==> config.mk <==
export PLATFORM = sky130hd
export DESIGN_NAME = fma_dot_seq_flat
export DESIGN_NICKNAME = d
export VERILOG_FILES = /design/src/rtl/fma_dot_seq_if.sv /design/src/rtl/fma_dot_seq.sv /design/src/flat_wrapper.sv
export SDC_FILE = /design/constraint.sdc
export NUM_CORES = 1
export LEC_CHECK = 0
export CAP_MARGIN = 20
export CORE_MARGIN = 4
export CORE_UTILIZATION = 45
export DETAILED_ROUTE_END_ITERATION = 16
export HOLD_SLACK_MARGIN = 0.15
export PLACE_DENSITY = 0.95
export SYNTH_ARGS = -nofsm -noshare
export SYNTH_HDL_FRONTEND = slang
export SYNTH_SLANG_ARGS = --single-unit
==> constraint.sdc <==
create_clock -name clk -period 6.72 [get_ports clk]
set_clock_uncertainty 0.1 [all_clocks]
set_input_delay 1.344 -clock clk [delete_from_list [all_inputs] [get_ports clk]]
set_output_delay 1.344 -clock clk [all_outputs]
set_load 0.02 [all_outputs]
==> src/rtl/fma_dot_seq_if.sv <==
// Stream and datapath bundle for fma_dot_seq: control, operand stream,
// FMA operand/result lines and the result stream.
interface fma_dot_seq_if #(
  parameter int LEN_W = 8
);
  // Chain control
  logic             start;
  logic [LEN_W-1:0] len;
  logic [31:0]      init_acc;
  logic             abort;
  logic             busy;

  // Operand stream (bf16 pairs)
  logic             op_valid;
  logic             op_ready;
  logic [15:0]      op_a;
  logic [15:0]      op_b;

  // Shared FMA datapath
  logic [15:0]      fma_a;
  logic [15:0]      fma_b;
  logic [31:0]      fma_c;
  logic [31:0]      fma_out;

  // Result stream (fp32)
  logic             res_valid;
  logic             res_ready;
  logic [31:0]      res_data;

  // The surrounding system: operand fetch, FMA instance and result consumer
  modport master (
    output start, len, init_acc, abort,
    output op_valid, op_a, op_b,
    output fma_out,
    output res_ready,
    input  busy, op_ready, fma_a, fma_b, fma_c, res_valid, res_data
  );

  // The sequencer
  modport slave (
    input  start, len, init_acc, abort,
    input  op_valid, op_a, op_b,
    input  fma_out,
    input  res_ready,
    output busy, op_ready, fma_a, fma_b, fma_c, res_valid, res_data
  );
endinterface

==> src/rtl/fma_dot_seq.sv <==
// Dot-product / accumulate-chain sequencer for an external bf16 x bf16 + fp32
// FMA. Issues one operand pair at a time, waits the FMA latency, writes the
// result back into the accumulator and returns the final value on a
// valid/ready result port. FMA_LAT must be at least 1.
module fma_dot_seq #(
  parameter int LEN_W   = 8,
  parameter int FMA_LAT = 1
) (
  input  logic          clk,
  input  logic          rst,
  fma_dot_seq_if.slave  bus
);

  // Wait counter only has to hold FMA_LAT-1; keep it at least one bit wide.
  localparam int WCNT_W = (FMA_LAT > 1) ? $clog2(FMA_LAT) : 1;
  localparam logic [WCNT_W-1:0] WCNT_LOAD = WCNT_W'(FMA_LAT - 1);

  typedef enum logic [1:0] {
    S_IDLE,
    S_LOAD,
    S_WAIT,
    S_DONE
  } state_e;

  state_e             state_q, state_d;
  logic [31:0]        acc_q,   acc_d;
  logic [LEN_W-1:0]   rem_q,   rem_d;
  logic [WCNT_W-1:0]  wcnt_q,  wcnt_d;
  logic [15:0]        fma_a_q, fma_a_d;
  logic [15:0]        fma_b_q, fma_b_d;
  logic [31:0]        fma_c_q, fma_c_d;

  // Next-state and datapath update for the chain sequencer
  always_comb begin
    // NOTE: every signal gets a default before the case, so no path through
    // this block leaves a value unassigned and no latch is inferred.
    state_d = state_q;
    acc_d   = acc_q;
    rem_d   = rem_q;
    wcnt_d  = wcnt_q;
    fma_a_d = fma_a_q;
    fma_b_d = fma_b_q;
    fma_c_d = fma_c_q;

    unique case (state_q)
      S_IDLE: begin
        // abort is meaningless here; start alone decides
        if (bus.start) begin
          acc_d   = bus.init_acc;
          rem_d   = bus.len;
          state_d = (bus.len != '0) ? S_LOAD : S_DONE;
        end
      end

      S_LOAD: begin
        if (bus.abort) begin
          acc_d   = '0;
          state_d = S_IDLE;
        end else if (bus.op_valid) begin
          fma_a_d = bus.op_a;
          fma_b_d = bus.op_b;
          fma_c_d = acc_q;
          wcnt_d  = WCNT_LOAD;
          state_d = S_WAIT;
        end
      end

      S_WAIT: begin
        // abort suppresses the write-back that would land on this edge
        if (bus.abort) begin
          acc_d   = '0;
          state_d = S_IDLE;
        end else if (wcnt_q != '0) begin
          wcnt_d = wcnt_q - WCNT_W'(1);
        end else begin
          acc_d   = bus.fma_out;
          rem_d   = rem_q - LEN_W'(1);
          state_d = (rem_q == LEN_W'(1)) ? S_DONE : S_LOAD;
        end
      end

      S_DONE: begin
        // start is not looked at here, so it cannot race the handshake
        if (bus.abort) begin
          acc_d   = '0;
          state_d = S_IDLE;
        end else if (bus.res_ready) begin
          state_d = S_IDLE;
        end
      end

      default: state_d = S_IDLE;
    endcase
  end

  // State and datapath registers; asynchronous reset discards any chain
  always_ff @(posedge clk or posedge rst) begin
    // NOTE: non-blocking assignments here so every flop samples the values
    // from before the edge, independent of statement order.
    if (rst) begin
      state_q <= S_IDLE;
      acc_q   <= '0;
      rem_q   <= '0;
      wcnt_q  <= '0;
      fma_a_q <= '0;
      fma_b_q <= '0;
      fma_c_q <= '0;
    end else begin
      state_q <= state_d;
      acc_q   <= acc_d;
      rem_q   <= rem_d;
      wcnt_q  <= wcnt_d;
      fma_a_q <= fma_a_d;
      fma_b_q <= fma_b_d;
      fma_c_q <= fma_c_d;
    end
  end

  // Handshake outputs depend on state only: no path from op_valid/res_ready
  assign bus.busy      = (state_q != S_IDLE);
  assign bus.op_ready  = (state_q == S_LOAD);
  assign bus.res_valid = (state_q == S_DONE);
  assign bus.res_data  = acc_q;
  assign bus.fma_a     = fma_a_q;
  assign bus.fma_b     = fma_b_q;
  assign bus.fma_c     = fma_c_q;

endmodule

==> src/flat_wrapper.sv <==
// flat-port wrapper written by rule: the top's interface ports become plain ports
module fma_dot_seq_flat 
#(
  parameter int LEN_W   = 8,
  parameter int FMA_LAT = 1
)
  (clk, rst, bus_start, bus_len, bus_init_acc, bus_abort, bus_op_valid, bus_op_a, bus_op_b, bus_fma_out, bus_res_ready, bus_busy, bus_op_ready, bus_fma_a, bus_fma_b, bus_fma_c, bus_res_valid, bus_res_data);
  fma_dot_seq_if #(.LEN_W(LEN_W)) bus_i ();
  input  logic clk;
  input  logic rst;
  input wire logic [$bits(bus_i.start)-1:0] bus_start;
  input wire logic [$bits(bus_i.len)-1:0] bus_len;
  input wire logic [$bits(bus_i.init_acc)-1:0] bus_init_acc;
  input wire logic [$bits(bus_i.abort)-1:0] bus_abort;
  input wire logic [$bits(bus_i.op_valid)-1:0] bus_op_valid;
  input wire logic [$bits(bus_i.op_a)-1:0] bus_op_a;
  input wire logic [$bits(bus_i.op_b)-1:0] bus_op_b;
  input wire logic [$bits(bus_i.fma_out)-1:0] bus_fma_out;
  input wire logic [$bits(bus_i.res_ready)-1:0] bus_res_ready;
  output wire logic [$bits(bus_i.busy)-1:0] bus_busy;
  output wire logic [$bits(bus_i.op_ready)-1:0] bus_op_ready;
  output wire logic [$bits(bus_i.fma_a)-1:0] bus_fma_a;
  output wire logic [$bits(bus_i.fma_b)-1:0] bus_fma_b;
  output wire logic [$bits(bus_i.fma_c)-1:0] bus_fma_c;
  output wire logic [$bits(bus_i.res_valid)-1:0] bus_res_valid;
  output wire logic [$bits(bus_i.res_data)-1:0] bus_res_data;
  assign bus_i.start = bus_start;
  assign bus_i.len = bus_len;
  assign bus_i.init_acc = bus_init_acc;
  assign bus_i.abort = bus_abort;
  assign bus_i.op_valid = bus_op_valid;
  assign bus_i.op_a = bus_op_a;
  assign bus_i.op_b = bus_op_b;
  assign bus_i.fma_out = bus_fma_out;
  assign bus_i.res_ready = bus_res_ready;
  assign bus_busy = bus_i.busy;
  assign bus_op_ready = bus_i.op_ready;
  assign bus_fma_a = bus_i.fma_a;
  assign bus_fma_b = bus_i.fma_b;
  assign bus_fma_c = bus_i.fma_c;
  assign bus_res_valid = bus_i.res_valid;
  assign bus_res_data = bus_i.res_data;
  fma_dot_seq #(.LEN_W(LEN_W), .FMA_LAT(FMA_LAT)) u_core (.clk(clk), .rst(rst), .bus(bus_i));
endmodule
==> results.cfg, run 1 <==
[outcome]
status = complete, no violations

[clock_network]
ctsHoldBuffers = 0
ctsLongestPathBuffers = 2
cts-resized-gates = 0
post-cts-setup-buffers = 0
h-tree-depth = 3
path_clk_slew_ns = 0.09
cts.sinks = 106
clk_latency_ns = 0.36
root_buffer = clkbuf_8
cts-buffers-inserted = 9
cts_tree = yes

[critical_path]
r2r_cells = 4
critPathLaunchType = input pin
critical_path_required_ns = 6.86
end_kind = flip-flop
r2r_start = u_core.state_q[0]$_DFFE_PP0P_
cp_cell_sequence = clkdlybuf4s50_1 > nand2b_2 > nor3b_4 > buf_4 > mux2_2
cpPeakStageDelay_ns = 0.67
startpoint = bus_abort
crit_family = buffers and inverters
critPathSlowestCell = buf_4
cp.arrival_ns = 3.81
cp.depth = 5
crit_fanout = 53
path_buf_inv = 2
critical_path_class = input pin to flip-flop

[sta]
final-max-slew-violation-count = 0
post-route-period-util = 0.546
setup_viol = 0
worst_slack_ns = 3.05
fmax_mhz = 272
setup_tns_ns = 0
rsz0062_at_grt = no
hold_viol = 0
slew_headroom = 0.456
tightest_slew_ns = 0.815
period_minus_slack_ns = 3.67

[min_path]
min_from = u_core.bus.fma_c[5]$_DFFE_PP0P_
hold_depth = 1
hp-class = flip-flop to flip-flop

[power_and_ir_drop]
power_switching_mw = 1.25
cellPowerDensity_nw_per_um2 = 456
cell_internal_pwr_mw = 1.85
sw_frac_of_total = 0.404
pwr-share-seq = 0.366
ir_drop_v = 0.000190
leakage_nw = 2.84
pwr-share-comb = 0.521
clockPowerShare = 0.113

[placement]
place_congestion = 0.873
io_buffers = 208
dpl_worst_slack_ns = 2.65
hpwl_um = 9870

[yosys]
yosys_warnings = 0
synth_edf_count = 0
ys_async_sr_fraction = 1.00
synth_fa_ha_area_frac = 0.00558
synth_compound_area_frac = 0.138
ys_types = 35
synthSimpleGateAreaFrac = 0.0655
synth_cells = 361
synth_area_per_cell_um2 = 12.4
synthesis.nets = 473
synth_seq_cells = 106
synth_top_family_by_area = multiplexers
ys_seq_area_frac = 0.591
synth_xor_area_frac = 0
syn_area_um2 = 4490
muxShareOfSynthArea = 0.163
synth_flop_cell = dfrtp_1

[global_route]
grt_pass1_vias = 3866
grt_usage = 0.220
grt_overflow = 0
grt_first_pass_wirelength_um = 19900
grt_max_degree = 69
antenna_found_initial = 0

[drt]
drcViolationCount = 0
vias_per_cell = 5.22
routedWlPerCell_um = 18.5
dr.pass1.iters = 4
vias = 3650
initialDrtViolationCount = 171
drt-total-wl_um = 13000
final_antenna_net_count = 0

[finish]
fillers = 725
syn_to_final_growth_pct = 51.7
num_antenna_cells = 0
drive_gt1_frac = 0.0530
seqCellArea_um2 = 2650
multi_input_area_um2 = 1680
nNetsFinal = 674

[floorplan]
die_w_um = 108
rows = 36
core_region_area_um2 = 9730
die_area_um2 = 11600
initial_core_util = 0.461
io-pin-count = 209
die_y_um = 108

[job]
drv_cap = 0
-- state kept, by name, indices dropped and copies added (netlist names) --
register and flops:
u_core.state_q 2, u_core.bus.res_data 32, u_core.bus.fma_a 16, u_core.bus.fma_c 32, u_core.rem_q 8, u_core.bus.fma_b 16
-- synth_stat cells, types with 6 or more instances --
cell type  instances  area (um2)
a22oi_1           35         263
buf_6              6        67.6
a21oi_1            8        40.0
nor2_1             8        30.0
buf_2              9        45.0
nand2_1           38         143
mux2_1            60         676
o21ai_1            9        45.0
clkbuf_1           6        22.5
dfrtp_1          106        2650
o21ai_0           32         160
-- path summary, 6_finish.rpt --
kind | endpoint | slack [ns]
max | u_core.bus.fma_b[7]$_DFFE_PP0P_ | 3.05
max in group asynchronous | u_core.bus.fma_c[1]$_DFFE_PP0P_ | 4.05
min | u_core.bus.fma_c[5]$_DFFE_PP0P_ | 0.39
min reg2reg | u_core.bus.fma_c[5]$_DFFE_PP0P_ | 0.39
min in group asynchronous | u_core.bus.fma_c[0]$_DFFE_PP0P_ | 1.26
max reg2reg | u_core.bus.fma_b[7]$_DFFE_PP0P_ | 4.03
-- worst reg2reg max path, delay by kind of cell (launching register included) --
family / cells / cell delay, ns
flip-flops: 1 / 0.58
buffers and inverters: 1 / 0.67
multiplexers: 1 / 0.45
AND/OR/NAND/NOR: 2 / 0.79
-- metal layers --
layer,vias up,global-route usage,share of wire
li1,1698,-,-
met1,1754,0.263,0.39
met2,170,0.390,0.50
met3,28,0.0498,0.084
met4,0,0.0775,0.022
met5,-,0,0
-- final cells by class --
cell class / count / area share
clock buffer: 11 / 0.0208
clock inverter: 4 / 0.00386
inverter: 4 / 0.00257
multi-input combinational: 228 / 0.247
sequential: 106 / 0.390
tap: 133 / 0.0244
timing repair buffer: 213 / 0.311
-- power groups by stage --
stage / clock (mW) / combinational, mW / sequential, mW
after floorplan: 0 / 0.513 / 1.44
after global placement: 0 / 1.57 / 1.13
after detailed placement: 0 / 1.63 / 1.15
after CTS: 0.358 / 1.63 / 1.13
after global routing: 0.388 / 1.72 / 1.18
final: 0.351 / 1.62 / 1.13
-- cells by family (layout without fill, tap and decap cells) --
family | after synthesis | in the layout
flip-flops | 106 | 106
AO/OA/AOI/OAI | 97 | 97
multiplexers | 65 | 65
AND/OR/NAND/NOR | 64 | 64
buffers and inverters | 27 | 232
adder cells (fa/ha/maj) | 2 | 2
-- metrics by stage --
| stage | cells | hold WS [ns] | util | power (mW) | cell area, um2 |
|---|---|---|---|---|---|
| 5_1_grt | 699 | 0.409 | 0.700 | 3.29 | 6810 |
| 4_1_cts | 699 | 0.395 | 0.700 | 3.13 | 6810 |
| 3_3_place_gp | 684 | 0.366 | 0.682 | 2.69 | 6640 |
| 3_5_place_dp | 684 | 0.374 | 0.682 | 2.78 | 6640 |
| 2_1_floorplan | 361 | 0.357 | - | 1.95 | 4490 |
| 6_report | 699 | 0.389 | 0.700 | 3.10 | 6810 |
-- placed cells by master, fill, tap and decap left out, types with 5 or more instances in the layout --
| cell | synthesis | routed |
|---|---|---|
| clkdlybuf4s50_1 | 0 | 208 |
| dfrtp_1 | 106 | 106 |
| mux2_1 | 60 | 60 |
| nand2_1 | 38 | 38 |
| a22oi_1 | 35 | 35 |
| o21ai_0 | 32 | 32 |
| clkbuf_8 | 0 | 10 |
| o21ai_1 | 9 | 9 |
| nor2_1 | 8 | 8 |
| a21oi_1 | 8 | 8 |
| buf_4 | 2 | 5 |
(Power assumes the default switching activity.)
==> inputs of run 2 (changes only) <==
--- a/config.mk
+++ b/config.mk
@@ -7,10 +7,10 @@
 export LEC_CHECK = 0
 export CAP_MARGIN = 20
 export CORE_MARGIN = 4
-export CORE_UTILIZATION = 45
+export CORE_UTILIZATION = 41
 export DETAILED_ROUTE_END_ITERATION = 16
 export HOLD_SLACK_MARGIN = 0.15
-export PLACE_DENSITY = 0.95
+export PLACE_DENSITY = 0.89
 export SYNTH_ARGS = -nofsm -noshare
 export SYNTH_HDL_FRONTEND = slang
 export SYNTH_SLANG_ARGS = --single-unit
==> constraint.sdc (replaced) <==
create_clock -name clk -period 3.4 [get_ports clk]
set_clock_uncertainty 0.1 [all_clocks]
set_input_delay 0.68 -clock clk [delete_from_list [all_inputs] [get_ports clk]]
set_output_delay 0.68 -clock clk [all_outputs]
set_load 0.02 [all_outputs]
==> results.cfg, run 2 (synthesized netlist as in run 1, its figures left out) <==
[floorplan]
initial_core_util = 0.427
io-pin-count = 209
die_y_um = 113
rows = 37
die_area_um2 = 12700
core_region_area_um2 = 10500
die_w_um = 113

[placement]
io_buffers = 208
place_congestion = 0.817
hpwl_um = 9170

[critical_path]
cp.arrival_ns = 1.78
critPathSlowestCell = clkdlybuf4s50_1
end_kind = output pin
path_buf_inv = 1
crit_fanout = 11
critical_path_class = flip-flop to output pin
critical_path_required_ns = 2.62
crit_family = buffers and inverters
cp_cell_sequence = and2_1 > clkdlybuf4s50_1
cpPeakStageDelay_ns = 0.64
critPathLaunchType = flip-flop

[finish]
utilization = 0.650
syn_to_final_growth_pct = 52.3
final_cell_mix = clkdlybuf4s50_1 (208), dfrtp_1 (106), mux2_1 (60)
layout_commonest_cell = clkdlybuf4s50_1
num_antenna_cells = 0
drive_gt1_frac = 0.0528
nNetsFinal = 676

[clock_network]
ctsHoldBuffers = 0
path_clk_slew_ns = 0.09
root_buffer = clkbuf_8
cts-buffers-inserted = 9
clk_latency_ns = 0.35
h-tree-depth = 3
cts.sinks = 106
post-cts-setup-buffers = 0
cts_tree = yes
cts-resized-gates = 0
ctsLongestPathBuffers = 2

[power_and_ir_drop]
sw_frac_of_total = 0.394
clockPowerShare = 0.111
ir_drop_v = 0.000612
cellPowerDensity_nw_per_um2 = 885
power_switching_mw = 2.38
cell_internal_pwr_mw = 3.66
leakage_nw = 2.85
pwr-share-seq = 0.370
pwr-share-comb = 0.519

[drt]
dr.pass1.iters = 4
drcViolationCount = 0
vias_per_cell = 5.10
vias = 3593
final_antenna_net_count = 0
initialDrtViolationCount = 115
drt-total-wl_um = 12000
routedWlPerCell_um = 17.0

[min_path]
hp-class = flip-flop to flip-flop

[sta]
final-max-slew-violation-count = 0
tightest_slew_ns = 0.979
setup_tns_ns = 0
setup_viol = 0
rsz0062_at_grt = no
post-route-period-util = 0.752
period_minus_slack_ns = 2.56
fmax_mhz = 391
hold_viol = 0
slew_headroom = 0.345

[job]
drv_cap = 0

[global_route]
grt_first_pass_wirelength_um = 19300
antenna_found_initial = 0
grt_max_degree = 107
grt_overflow = 0
grt_pass1_vias = 3786
grt_usage = 0.190

[outcome]
status = complete, no violations
==> run 2: changes by cell type in the layout (fill, tap and decap cells not counted) <==
cell      delta
clkbuf_1     +2
buf_12       +1
buf_4        +1
clkinv_2     -1
clkinv_4     +1
inv_4        -1
inv_6        -1
==> run 2: per-stage QoR <==
step | hold slack, ns | instances | instance area, um2 | setup slack, ns | total power, mW
6_report | 0.387 | 704 | 6840 | 0.844 | 6.05
5_1_grt | 0.404 | 704 | 6840 | 0.721 | 6.45
4_1_cts | 0.395 | 704 | 6840 | 0.816 | 6.13
3_5_place_dp | 0.374 | 689 | 6670 | 0.612 | 5.44
3_3_place_gp | 0.366 | 689 | 6670 | 0.677 | 5.32
2_1_floorplan | 0.357 | 361 | 4490 | 1.35 | 3.86
==> run 2: final timing paths <==
kind	startpoint	to	slack [ns]	depth (start not counted)
worst min-delay path	u_core.bus.fma_c[12]$_DFFE_PP0P_	u_core.bus.fma_c[12]$_DFFE_PP0P_	0.39	1
min in group asynchronous	rst	u_core.bus.fma_b[1]$_DFFE_PP0P_	0.72	3
worst min register to register	u_core.bus.fma_c[12]$_DFFE_PP0P_	u_core.bus.fma_c[12]$_DFFE_PP0P_	0.39	1
worst max-delay path	u_core.state_q[0]$_DFFE_PP0P_	bus_res_valid	0.84	2
worst max register to register	u_core.state_q[1]$_DFFE_PP0P_	u_core.bus.res_data[31]$_DFFE_PP0P_	1.15	5
max in group asynchronous	rst	u_core.bus.res_data[29]$_DFFE_PP0P_	2.06	3
==> run 2: layer usage <==
metal	wire, um	track usage
met1	4780	0.224
met2	5990	0.329
met3	1010	0.0604
met4	216	0.0569
met5	0	0
==> run 2: worst register-to-register path, delay by kind of cell, from the launching register on <==
| family | cells | cell delay [ns] |
|---|---|---|
| flops | 1 | 0.51 |
| buf+inv | 2 | 0.46 |
| simple gates | 1 | 0.17 |
| compound gates | 2 | 0.89 |
==> run 2: final cells by class <==
cell class	count	area [um2]
well taps	136	170
multi-input cells	228	1680
clock buffers	13	149
repair buffers	215	2150
clock inverters	2	13.8
fillers	819	3670
flip-flops and latches	106	2650
inverters	4	18.8
==> run 2: power by group through the flow <==
stage	logic (mW)	registers, mW	clock network, mW
2_1_floorplan	1.01	2.84	0
3_3_place_gp	3.10	2.22	0
3_5_place_dp	3.18	2.27	0
4_1_cts	3.18	2.24	0.701
5_1_grt	3.37	2.32	0.767
6_report	3.14	2.23	0.674
==> inputs of run 3 (changes only) <==
==> constraint.sdc (replaced) <==
create_clock -name clk -period 2.58 [get_ports clk]
set_clock_uncertainty 0.1 [all_clocks]
set_input_delay 0.516 -clock clk [delete_from_list [all_inputs] [get_ports clk]]
set_output_delay 0.516 -clock clk [all_outputs]
set_load 0.02 [all_outputs]
==> results.cfg, run 3 (synthesized netlist as in run 1, its figures left out) <==
[placement]
dpl_worst_slack_ns = 0.109
place_congestion = 0.880
hpwl_um = 9290
placedCellCount = 689
io_buffers = 208
place_area_um2 = 6710

[sta]
hold_viol = 0
period_minus_slack_ns = 2.42
post-route-period-util = 0.940
fmax_mhz = 413
setup_tns_ns = 0
slew_headroom = 0.578
setup_viol = 0
rsz0062_at_grt = no
final-max-slew-violation-count = 0
tightest_slew_ns = 0.631
worst_slack_ns = 0.156

[power_and_ir_drop]
leakage_nw = 2.88
clockPowerShare = 0.125
power_switching_mw = 3.21
pwr-share-comb = 0.513
pwr-share-seq = 0.361
cell_internal_pwr_mw = 4.96
ir_drop_v = 0.000748
cellPowerDensity_nw_per_um2 = 1180
sw_frac_of_total = 0.393

[clock_network]
ctsHoldBuffers = 0
cts-resized-gates = 0
ctsLongestPathBuffers = 2
path_clk_slew_ns = 0.10
h-tree-depth = 3
cts.sinks = 106
root_buffer = clkbuf_8
cts-buffers-inserted = 9
cts_tree = yes
clk_latency_ns = 0.36
post-cts-setup-buffers = 0

[drt]
dr.pass1.iters = 4
vias = 3604
vias_per_cell = 5.11
routedWlPerCell_um = 17.5
drcViolationCount = 0
final_antenna_net_count = 0
initialDrtViolationCount = 145
drt-total-wl_um = 12300

[min_path]
hold_depth = 1
hold_path_end = u_core.bus.fma_c[17]$_DFFE_PP0P_
min_from = u_core.bus.fma_c[17]$_DFFE_PP0P_
hp-class = flip-flop to flip-flop

[finish]
final_cell_mix = clkdlybuf4s50_1 (208), dfrtp_1 (106), mux2_1 (60)
final_cells = 705
fillers = 785
drive_gt1_frac = 0.0598
num_antenna_cells = 0
layout_commonest_cell = clkdlybuf4s50_1
syn_to_final_growth_pct = 54.0
nNetsFinal = 676
finalInstanceArea_um2 = 6910

[floorplan]
core_region_area_um2 = 10500
die_w_um = 113
initial_core_util = 0.427
rows = 37
die_area_um2 = 12700
io-pin-count = 209
die_y_um = 113

[critical_path]
crit_fanout = 11
end_kind = output pin
r2r_cells = 4
critical_path_required_ns = 1.96
r2r_setup_slack_ns = 0.59
critPathLaunchType = flip-flop
cp.arrival_ns = 1.81
r2r_start = u_core.state_q[0]$_DFFE_PP0P_
critical_path_class = flip-flop to output pin
r2r_end = u_core.bus.fma_b[0]$_DFFE_PP0P_

[global_route]
antenna_found_initial = 0
grt_first_pass_wirelength_um = 19800
grt_max_degree = 107
grt_pass1_vias = 3986
grt_overflow = 0
grt_usage = 0.193

[outcome]
status = complete, no violations

[job]
drv_cap = 0
[run 3: cell count changes in the layout (fill, tap and decap cells not counted), sizes merged]
| cell | previous run | this run |
|---|---|---|
| bufinv | 0 | 1 |
| clkbuf | 13 | 10 |
| clkinvlp | 1 | 3 |
| inv | 3 | 4 |
[run 3: worst max path at each step]
stage	depth (start not counted)	from	end
floorplan	1	rst	u_core.bus.fma_a[0]$_DFFE_PP0P_
CTS	3	u_core.state_q[1]$_DFFE_PP0P_	bus_busy
global route	3	u_core.state_q[1]$_DFFE_PP0P_	bus_busy
finish	3	u_core.state_q[1]$_DFFE_PP0P_	bus_busy
detailed placement	5	bus_abort	u_core.bus.fma_b[0]$_DFFE_PP0P_
global placement	5	bus_abort	u_core.bus.fma_b[8]$_DFFE_PP0P_
[run 3: area by class of cell]
type,count,area (um2),area share
multi-input combinational,228,1680,0.244
inverter,4,18.8,0.00272
tap,136,170,0.0246
sequential,106,2650,0.384
timing repair buffer,215,2180,0.316
clock buffer,10,138,0.0199
clock inverter,6,63.8,0.00923
[run 3: layer usage]
metal  GRT usage  vias to the layer above  wire, um
li1            -                     1700         -
met1       0.228                     1746      4810
met2       0.340                      143      6400
met3      0.0480                       15       953
met4      0.0657                        0       159
met5           0                        -         0
[run 3: metrics by stage]
stage	util	power, mW	hold slack [ns]
3_3_place_gp	0.639	7.04	0.366
5_1_grt	0.658	8.68	0.415
3_5_place_dp	0.639	7.24	0.374
4_1_cts	0.658	8.27	0.396
6_report	0.658	8.17	0.392
2_1_floorplan	-	5.08	0.357
[run 3: power by group through the flow]
stage          clock network [mW]  registers (mW)  logic (mW)
6_report                     1.02            2.95        4.19
5_1_grt                      1.13            3.07        4.48
4_1_cts                      1.06            2.96        4.26
3_5_place_dp                    0            2.99        4.25
3_3_place_gp                    0            2.93        4.12
2_1_floorplan                   0            3.74        1.34
[run 3: critical path, stage by stage (launching register included)]
cell and delay, ns:
dfrtp_1 0.58, nor2_2 0.08, inv_1 0.15, clkdlybuf4s50_1 0.65
